## config.mk

```make
export PLATFORM = sky130hd
export DESIGN_NAME = dmem_bridge
export DESIGN_NICKNAME = d
export VERILOG_FILES = /design/src/rtl/dmem_bridge.sv
export SDC_FILE = /design/constraint.sdc
export NUM_CORES = 1
export LEC_CHECK = 0
export CAP_MARGIN = 20
export CORE_ASPECT_RATIO = 0.8
export CORE_MARGIN = 5
export CORE_UTILIZATION = 30
export DETAILED_ROUTE_END_ITERATION = 7
export MAX_ROUTING_LAYER = met4
export PLACE_DENSITY_LB_ADDON = 0.12
export REMOVE_ABC_BUFFERS = 1
export SLEW_MARGIN = 25
export SYNTH_ARGS = -nofsm -noshare
export SYNTH_HDL_FRONTEND = slang
export SYNTH_SLANG_ARGS = --single-unit
```

## constraint.sdc

```tcl
create_clock -name clk -period 1.7 [get_ports clk]
set_clock_uncertainty 0.15 [all_clocks]
set_input_delay 0.425 -clock clk [delete_from_list [all_inputs] [get_ports clk]]
set_output_delay 0.425 -clock clk [all_outputs]
set_load 0.02 [all_outputs]
```

## src/rtl/dmem_bridge.sv

```systemverilog
// Bridges the MEM stage's level-held data-memory request onto a valid/ready request channel and a response channel.
// Optional watchdog timeout is enabled with `define DMEM_TIMEOUT_EN.
module dmem_bridge #(
  parameter int ADDR_W         = 32,
  parameter int DATA_W         = 32,
  parameter int TIMEOUT_CYCLES = 256
) (
  input  logic                clk,
  input  logic                rst,
  input  logic                ce_i,
  input  logic                we_i,
  input  logic [DATA_W/8-1:0] sel_i,
  input  logic [ADDR_W-1:0]   addr_i,
  input  logic [DATA_W-1:0]   wdata_i,
  input  logic                flush_i,
  output logic [DATA_W-1:0]   rdata_o,
  output logic                stall_o,
  output logic                req_valid_o,
  input  logic                req_ready_i,
  output logic                req_we_o,
  output logic [ADDR_W-1:0]   req_addr_o,
  output logic [DATA_W/8-1:0] req_wstrb_o,
  output logic [DATA_W-1:0]   req_wdata_o,
  input  logic                resp_valid_i,
  input  logic [DATA_W-1:0]   resp_data_i,
  output logic                err_o
);

  localparam logic [2:0] S_IDLE  = 3'd0;
  localparam logic [2:0] S_REQ   = 3'd1;
  localparam logic [2:0] S_RESP  = 3'd2;
  localparam logic [2:0] S_DONE  = 3'd3;
  localparam logic [2:0] S_DRAIN = 3'd4;

  logic [2:0]          r_state;
  logic                r_we;
  logic [ADDR_W-1:0]   r_addr;
  logic [DATA_W/8-1:0] r_wstrb;
  logic [DATA_W-1:0]   r_wdata;
  logic [DATA_W-1:0]   r_rdata;
  logic                w_expire;
  logic                w_stall;

`ifdef DMEM_TIMEOUT_EN
  localparam int CNT_W = $clog2(TIMEOUT_CYCLES) + 1;

  logic [CNT_W-1:0] r_count;
  logic             r_err;
  logic             w_atLimit;

  assign w_atLimit = (r_count == CNT_W'(TIMEOUT_CYCLES - 1));

  // Expiry only counts when the access is not completing or being flushed in the same cycle.
  always_comb begin
    w_expire = 1'b0;
    case (r_state)
      S_REQ:   w_expire = w_atLimit && !req_ready_i && !flush_i;
      S_RESP:  w_expire = w_atLimit && !resp_valid_i && !flush_i;
      S_DRAIN: w_expire = w_atLimit && !resp_valid_i;
      default: w_expire = 1'b0;
    endcase
  end

  always_ff @(posedge clk) begin
    if (rst) begin
      r_count <= '0;
      r_err   <= 1'b0;
    end else begin
      r_err <= w_expire;
      if (r_state == S_IDLE)
        r_count <= '0;
      else if (r_state == S_REQ || r_state == S_RESP || r_state == S_DRAIN)
        r_count <= r_count + CNT_W'(1);
    end
  end

  assign err_o = r_err;
`else
  assign w_expire = 1'b0;
  assign err_o    = 1'b0;
`endif

  always_ff @(posedge clk) begin
    if (rst) begin
      r_state <= S_IDLE;
      r_we    <= 1'b0;
      r_addr  <= '0;
      r_wstrb <= '0;
      r_wdata <= '0;
      r_rdata <= '0;
    end else begin
      case (r_state)
        S_IDLE: begin
          if (ce_i && !flush_i) begin
            r_we    <= we_i;
            r_addr  <= addr_i & ~ADDR_W'(3);
            r_wstrb <= sel_i;
            r_wdata <= wdata_i;
            r_state <= S_REQ;
          end
        end
        S_REQ: begin
          if (req_ready_i) begin
            r_state <= flush_i ? S_DRAIN : S_RESP;
          end else if (flush_i) begin
            r_state <= S_IDLE;
          end else if (w_expire) begin
            if (!r_we) r_rdata <= '0;
            r_state <= S_DONE;
          end
        end
        S_RESP: begin
          if (resp_valid_i) begin
            if (!r_we) r_rdata <= resp_data_i;
            r_state <= flush_i ? S_IDLE : S_DONE;
          end else if (flush_i) begin
            r_state <= S_DRAIN;
          end else if (w_expire) begin
            if (!r_we) r_rdata <= '0;
            r_state <= S_DONE;
          end
        end
        S_DRAIN: begin
          if (resp_valid_i || w_expire) r_state <= S_IDLE;
        end
        default: r_state <= S_IDLE;
      endcase
    end
  end

  // A flush releases the pipeline immediately, except while draining a response already in flight.
  always_comb begin
    w_stall = 1'b0;
    case (r_state)
      S_IDLE:         w_stall = ce_i && !flush_i;
      S_REQ, S_RESP:  w_stall = !flush_i;
      S_DRAIN:        w_stall = 1'b1;
      default:        w_stall = 1'b0;
    endcase
  end

  assign stall_o     = w_stall;
  assign req_valid_o = (r_state == S_REQ);
  assign req_we_o    = r_we;
  assign req_addr_o  = r_addr;
  assign req_wstrb_o = r_wstrb;
  assign req_wdata_o = r_wdata;
  assign rdata_o     = r_rdata;

endmodule

```

# Word-level counts from Yosys, hierarchy flattened
# Index checks and enable logic that the tools add are counted.
[totals]
output_inout_bits = 104
regBits = 102
in_bits = 107
wordCells = 31
[op_classes]
n_reduce_logical = 7
mux = 10
n_bitwise = 1
n_eq_ne = 7
[ops]
columns = ["operator", "n"]
rows = [
  ["2-to-1 mux 3 bit", 7],
  ["one-hot mux 3 bit (4 select lines)", 1],
  ["inequality test 2 bit, second input constant", 2],
  ["AND reduction 4 bit", 1],
  ["== test 3 x 1 -> 1 bit, second input constant", 1],
  ["== test 3 x 2 -> 1 bit, second input constant", 1],
  ["== test 3 bit, second input constant", 1],
  ["zero test 3 bit", 1],
  ["inequality test 3 x 2 -> 1 bit, second input constant", 1],
  ["inequality test 3 bit, second input constant", 1],
  ["one-hot mux 1 bit (3 select lines)", 1],
  ["AND reduction 3 bit", 1],
  ["2-to-1 mux 2 bit", 1],
  ["AND reduction 2 bit", 1],
  ["OR reduction 2 bit", 1],
  ["logical AND 1 bit", 1],
  ["zero test 1 bit", 1],
  ["NOT 1 bit", 1],
]

# Logic depth before layout (Yosys ltp)
# Gate-level depths: netlist (run 1).
[logic_depth]
word_depth = 4
ltp_mapped = 8
depth_no_buf = 4

# Least setup slack after synthesis (run 1)
# Ideal clock, no wire load.
[synth_timing]
path_type = "reg2out"
from = "register r_state[2]"
to = "output port stall_o"
n_path_buf = 1
setup_slack_ns = -0.045
path_stages_with_launch = 5
required_ns = 1.125
t_arrival_ns = 1.170
path_cell_list = "dfxtp_1 > buf_6 > nor2_1 > mux2i_1 > o21ai_0"
[synth_between]
elab_chain_cells = 3
elab_cells_between_ends = 6
cone_classes = "3 x eq/ne; 1 x mux; 2 x reduce/logical"
[synth_rtl]
columns = ["item", "line", "source"]
rows = [
  ["from (decl)", "35", "logic [2:0] r_state;"],
  ["from (signal assigned)", "104", "r_state <= flush_i ? S_DRAIN : S_RESP;"],
  ["from (signal assigned)", "115", "r_state <= flush_i ? S_IDLE : S_DONE;"],
  ["== test 3 x 1 -> 1 bit / == test 3 x 2 -> 1 bit (equally long branches)", "134", "case (r_state)"],
  ["OR reduction 2 bit", "134", ""],
  ["one-hot mux 1 bit (3 select lines) *", "134", ""],
  ["to (decl)", "17", "output logic stall_o,"],
]
# Every way passes the cells marked *; elsewhere a longest branch is shown, timed or not.

# Final worst setup path (run 1)
[layout_timing]
from = "register r_state[0]"
to = "register r_rdata[29], in the netlist rdata_o[29]"
[layout_between]
elab_chain_cells = 2
[layout_rtl]
columns = ["item", "line", "source"]
rows = [
  ["== test 3 x 2 -> 1 bit", "92", "case (r_state)"],
  ["AND reduction 3 bit (no source line)", "--", ""],
  ["to (signal assigned)", "114", "if (!r_we) r_rdata <= resp_data_i;"],
  ["to (decl)", "40", "logic [DATA_W-1:0] r_rdata;"],
]
# Every way passes these cells.
# A chain may end at the register's enable or synchronous reset.

==> metrics.csv, run 1 <==
stage,metric,value,unit
run_status,status,"finished, violations left",
run_status,violations,setup timing,
logic_synthesis,synth_xor_area_share,0,%
critical_path,r2r_slack,-0.18,ns
grt,antenna_found_initial,0,
pwr,p_comb_share,19.8,%
clocking,clock_sinks,102,
timing,period_share,111,%
timing,tns,-5.99,ns
floorplan,rows,36,
logic_synthesis,ys_seq_elements,102,
logic_synthesis,synth_top_family_by_area,simple AND/OR/NAND/NOR gates,
place,gp_congestion,0.770,
final_layout,nNetsFinal,796,
final_layout,finalInstanceArea,0.00730,sq mm
critical_path,worstReg2RegStart,r_state[0],
logic_synthesis,synth_ff_type,dfxtp_1,
min_path,worstHoldPathType,in -> reg,
min_path,min_from,rst,
route,wirelength,14000,um
grt,grt_max_degree,53,
logic_synthesis,synth_compound_area_share,14.9,%
timing,drv_slew,0,
logic_synthesis,synthArstFlopShare,0,%
pwr,irDropWorstVdd,0.430,mV
place,io_buffers,205,
logic_synthesis,syn_area,0.00373,sq mm
clocking,hold_buffers,0,
floorplan,core_area,0.0122,sq mm
place,dp_hpwl,8680,um
critical_path,worstPathMaxFanout,8,
clocking,cts_root_buf,clkbuf_16,
route,drt_pass1_iterations,4,
run,maxCapViolCount,0,
pwr,internal-power,0.00425,W
floorplan,ios,211,
timing,fmax,0.532,GHz
logic_synthesis,synthAdderAreaFrac,0,%
logic_synthesis,synth.area.mux_share,0.536,%
logic_synthesis,yosys.area_share.simple,23.2,%
route,wl_per_cell,16.6,um
critical_path,end_kind,flip-flop,
pwr,clkPwrFrac,36.0,%
grt,grt.overflow.total,0,
clocking,cts.clk_slew.worst_paths,0.07,ns
final_layout,area_growth,95.6,%
timing,finalWorstSetupSlack,-0.181,ns
floorplan,dieWidth,135,um
critical_path,crit_required,1.77,ns
pwr,p_seq_share,44.2,%
critical_path,critPathLaunch,r_state[0],
logic_synthesis,ys_types,28,
grt,grtUsageTotal,17.4,%
clocking,cts_tree,done,
timing,setup_violations,77,
logic_synthesis,synth-edff-count,0,
final_layout,antennaDiodeCount,0,
grt,grt_pass1_vias,3790,
floorplan,dieHeight,110,um
critical_path,worstSetupPathType,reg -> reg,
floorplan,die_area,0.0148,sq mm
pwr,total_power,0.00574,W
logic_synthesis,synth_cells,470,
logic_synthesis,synth_seq_area_share,54.7,%
logic_synthesis,synth_warnings,0,
pwr,switching_share,25.9,%
critical_path,start_kind,flip-flop,
route,route.detailed.drc,0,
timing,hold_viol,0,
route,via_per_inst,4.71,
clocking,clk_latency,0.34,ns
clocking,ctsHtreeMaxLevel,3,
place,placed_area,0.00601,sq mm
final_layout,fillCellCount,1062,
place,pre_cts_ws,-0.789,ns
route,vias,3983,
timing,rsz0062_at_grt,true,
timing,finalHoldWorstSlack,0.163,ns
logic_synthesis,syn_area_per_cell,7.94,sq um
floorplan,start_util,30.7,%
critical_path,cp.arrival,1.95,ns
route,drtIter0Drc,178,
route,ant_nets,0,
timing,min_period,1.88,ns
clocking,numCtsBuffers,9,
pwr,power.leakage,3.08,nW
final_layout,layout-drive-gt1-share,28.4,%
pwr,p_switching,0.00148,W
clocking,clockBufferDepth,2,
pwr,cellPowerDensity,786,mW/mm^2
grt,grt_first_pass_wirelength,19600,um
==> power groups by stage <==
stage,logic [W],registers (W),clock network (W)
floorplan,0.000200,0.00270,0
global placement,0.000919,0.00258,0
detailed placement,0.000927,0.00259,0
CTS,0.000979,0.00253,0.00215
global route,0.00121,0.00254,0.00222
finish,0.00114,0.00253,0.00207
==> flip-flops by register name, summed over array words and instances, names as in the netlist <==
name,count
req_we_o,1
req_addr_o,30
r_state,3
req_wdata_o,32
req_wstrb_o,4
rdata_o,32
==> kinds of logic after synthesis <==
kind of cell,Yosys count
AOI/OAI and AO/OA,109
buffers and inverters,40
DFF,102
muxes,2
other,1
and+or+nand+nor,216
==> cells in the final DEF, fill, tap and decap left out, types with 10 or more instances in the layout <==
master	Yosys	final
dlygate4sd2_1	0	93
a21oi_1	99	35
clkdlybuf4s50_1	0	102
a21oi_2	0	64
buf_12	0	10
nand2_1	199	138
clkbuf_16	0	14
nand2_4	0	56
buf_4	6	16
dfxtp_1	102	99
==> synthesized netlist by cell type (2+ instances only) <==
library cell  number  share of area [%]
clkbuf_1          14                1.4
buf_4              6                1.2
buf_2             11                1.5
nor2_1             3               0.30
mux2i_1            2               0.54
buf_6              8                2.4
a21oi_1           99                 13
dfxtp_1          102                 55
nor3b_1            3               0.60
nand2_1          199                 20
o21ai_1            2               0.27
o21ai_0            5               0.67
==> critical path, stage by stage, from the launching register on <==
cell and delay, ns:
dfxtp_4 0.37, buf_6 0.12, buf_6 0.11, or4_4 0.64, clkbuf_16 0.24, nand2_2 0.06, a21oi_1 0.06
==> metal layers <==
| metal | track usage (%) | vias to the layer above | routed length [um] |
|---|---|---|---|
| met2 | 28.1 | 122 | 6800 |
| met5 | - | - | 0 |
| met4 | 6.18 | 0 | 337 |
| met1 | 20.8 | 1878 | 6070 |
| li1 | - | 1958 | - |
| met3 | 5.35 | 25 | 810 |
==> path summary, 6_finish.rpt <==
kind,end,depth (start not counted)
max reg2reg,rdata_o[29],6
max,rdata_o[29],6
min,r_state[1],2
min reg2reg,req_addr_o[13],2
==> stage by stage <==
| step | utilization (%) | std cells |
|---|---|---|
| floorplan | - | 433 |
| global placement | 49.4 | 811 |
| detailed placement | 49.4 | 811 |
| CTS | 53.3 | 841 |
| global route | 60.0 | 846 |
| finish | 60.0 | 846 |
==> area by class of cell <==
cell class | instances | area (sq um) | share of cell area [%]
repair buffers | 245 | 2570 | 35.2
flip-flops and latches | 102 | 2050 | 28.1
inverters | 1 | 3.75 | 0.0514
clock inverters | 3 | 43.8 | 0.600
well taps | 152 | 190 | 2.60
multi-input cells | 330 | 2190 | 30.0
clock buffers | 13 | 250 | 3.43
==> timing repair <==
item / CTS / global route
pin swaps: 6 / 117
gates resized for setup: 130 / 203
gates cloned: 5 / 6
endpoints found under the setup margin: 179 / 82
buffers inserted: 12 / 1
Note: power is estimated with default switching activity, not from simulation.
==> run 2, diff against run 1 <==
Settings changed: CORE_UTILIZATION 30 to 38.
==> metrics.csv, run 2 (same netlist as run 1, synthesis figures left out) <==
stage,metric,value,unit,change
run_status,status,"finished, violations left",,
run_status,violations,setup timing,,
min_path,worstHoldPathType,in -> reg,,
clocking,ctsHtreeMaxLevel,3,,unchanged
floorplan,core_area,0.00961,sq mm,-21%
place,gp_congestion,0.795,,+3.2%
clocking,clock_sinks,102,,unchanged
timing,finalWorstSetupSlack,-0.0546,ns,+0.126 ns
route,drt_pass1_iterations,4,,unchanged
route,via_per_inst,4.70,,-0.24%
route,vias,3748,,-5.9%
timing,period_share,103,%,-7.4 points
timing,fmax,0.570,GHz,+7.2%
critical_path,worstPathMaxFanout,9,,+1
grt,grtUsageTotal,19.5,%,+2.1 points
grt,grt_first_pass_wirelength,18100,um,-7.4%
critical_path,slowest_stage,or4_4,,
min_path,min_from,rst,,
final_layout,mostFrequentLayoutCell,nand2_1,,
pwr,cellPowerDensity,863,mW/mm^2,+9.9%
final_layout,antennaDiodeCount,0,,unchanged
route,ant_nets,0,,unchanged
final_layout,nNetsFinal,781,,-1.9%
final_layout,postLayoutCoreUtil,64.9,%,+4.8 points
floorplan,dieHeight,98.6,um,-10%
final_layout,final_cell_mix,"nand2_1 (198), clkdlybuf4s50_1 (100), a21oi_1 (99), dlygate4sd2_1 (99), dfxtp_1 (99)",,
grt,antenna_found_initial,0,,unchanged
clocking,numCtsBuffers,9,,unchanged
critical_path,start_kind,flip-flop,,
grt,grt_max_degree,52,,-1.9%
pwr,power.leakage,2.73,nW,-12%
route,wl_per_cell,14.8,um,-11%
critical_path,cp.arrival,1.82,ns,-0.13 ns
final_layout,layout-drive-gt1-share,8.54,%,-20 points
critical_path,slowest_delay,0.63,ns,about the same
pwr,total_power,0.00538,W,-6.2%
floorplan,rows,32,,-11%
timing,min_period,1.75,ns,-0.126 ns
clocking,cts_root_buf,clkbuf_16,,
critical_path,path_delay_family,simple AND/OR/NAND/NOR gates,,
clocking,clockBufferDepth,2,,unchanged
critical_path,crit_required,1.77,ns,about the same
critical_path,worstReg2RegStart,r_state[0],,
floorplan,start_util,38.8,%,+8.2 points
timing,setup_violations,33,,-57%
floorplan,dieWidth,121,um,-10%
clocking,cts_tree,done,,
route,drtIter0Drc,188,,+5.6%
timing,rsz0062_at_grt,true,,
floorplan,ios,211,,unchanged
timing,drv_slew,0,,unchanged
clocking,cts.clk_slew.worst_paths,0.06,ns,about the same
final_layout,fillCellCount,846,,-20%
critical_path,end_kind,flip-flop,,
critical_path,critPathBufInv,2,,-1
run,maxCapViolCount,0,,unchanged
critical_path,path_cells,buf_4 -> or4_4 -> clkbuf_16 -> nand2_1 -> a21oi_1,,
final_layout,area_growth,67.0,%,
place,dp_hpwl,8440,um,-2.8%
route,wirelength,11800,um,-16%
pwr,irDropWorstVdd,0.601,mV,+40%
critical_path,worstSetupPathType,reg -> reg,,
route,route.detailed.drc,0,,unchanged
critical_path,critPathLaunch,r_state[0],,
grt,grt.overflow.total,0,,unchanged
timing,finalHoldWorstSlack,0.271,ns,+0.108 ns
place,io_buffers,205,,unchanged
clocking,clk_latency,0.33,ns,about the same
timing,hold_viol,0,,unchanged
grt,grt_pass1_vias,3592,,-5.2%
place,pre_cts_ws,-0.777,ns,+0.0114 ns
floorplan,die_area,0.0119,sq mm,-19%
## run 2: changes by cell type in the layout (fill, tap and decap cells not counted), sizes merged
cell           before  now
buf                38   26
dlygate4sd2        93   99
clkdlybuf4s15       6    1
clkbuf             19   15
clkdlybuf4s50     102  100
bufinv              1    0
clkinv              2    3
clkinvlp            0    1
dlymetal6s2s        0    1
## run 2: cell type report
cell class | instances | area [sq um] | share of cell area, %
repair buffers | 230 | 2250 | 36.1
inverters | 1 | 3.75 | 0.0602
well taps | 119 | 149 | 2.39
multi-input cells | 330 | 1490 | 23.9
clock inverters | 4 | 30.0 | 0.482
flip-flops and latches | 102 | 2050 | 32.8
clock buffers | 12 | 267 | 4.28
## run 2: worst reg2reg max path: stages, from the launching register on
cell and delay, ns:
dfxtp_2 0.35, buf_4 0.18, or4_4 0.63, clkbuf_16 0.20, nand2_1 0.06, a21oi_1 0.06
## run 2: per-stage QoR
step                instance area [sq um]  std cells  TNS (ns)
finish                               6230        798     -1.22
global route                         6230        798     -2.68
CTS                                  6160        795   -0.0674
detailed placement                   5970        778    -36.51
global placement                     5970        778    -34.26
floorplan                            3500        433    -67.30
## run 2: power by group
group          leakage, nW  switching, W  internal (W)
clock                0.145      0.000868       0.00112
combinational         1.75      0.000423      0.000442
sequential           0.830     0.0000465       0.00248
## run 2: metal layers
| layer | vias up | part of all wire [%] | global-route usage [%] |
|---|---|---|---|
| met5 | - | 0 | - |
| met3 | 13 | 8.0 | 6.83 |
| met1 | 1684 | 42 | 22.0 |
| li1 | 1924 | - | - |
| met2 | 127 | 49 | 33.2 |
| met4 | 0 | 1.4 | 4.88 |
## run 2: final timing paths
kind / to / slack [ns] / cells past startpoint
worst max-delay path: rdata_o[28] / -0.05 / 5
worst min-delay path: r_state[0] / 0.27 / 3
worst max register to register: rdata_o[28] / -0.05 / 5
worst min register to register: req_wdata_o[16] / 0.30 / 2
## run 2: repair_timing
item | 4_1_cts | 5_1_grt
gates resized for setup | 121 | 8
hold buffers | 0 | 0
endpoints found under the hold margin | 0 | 0
endpoints found under the setup margin | 154 | 38
gates cloned | 0 | 3
pin swaps | 2 | 1
buffers inserted | 1 | 0
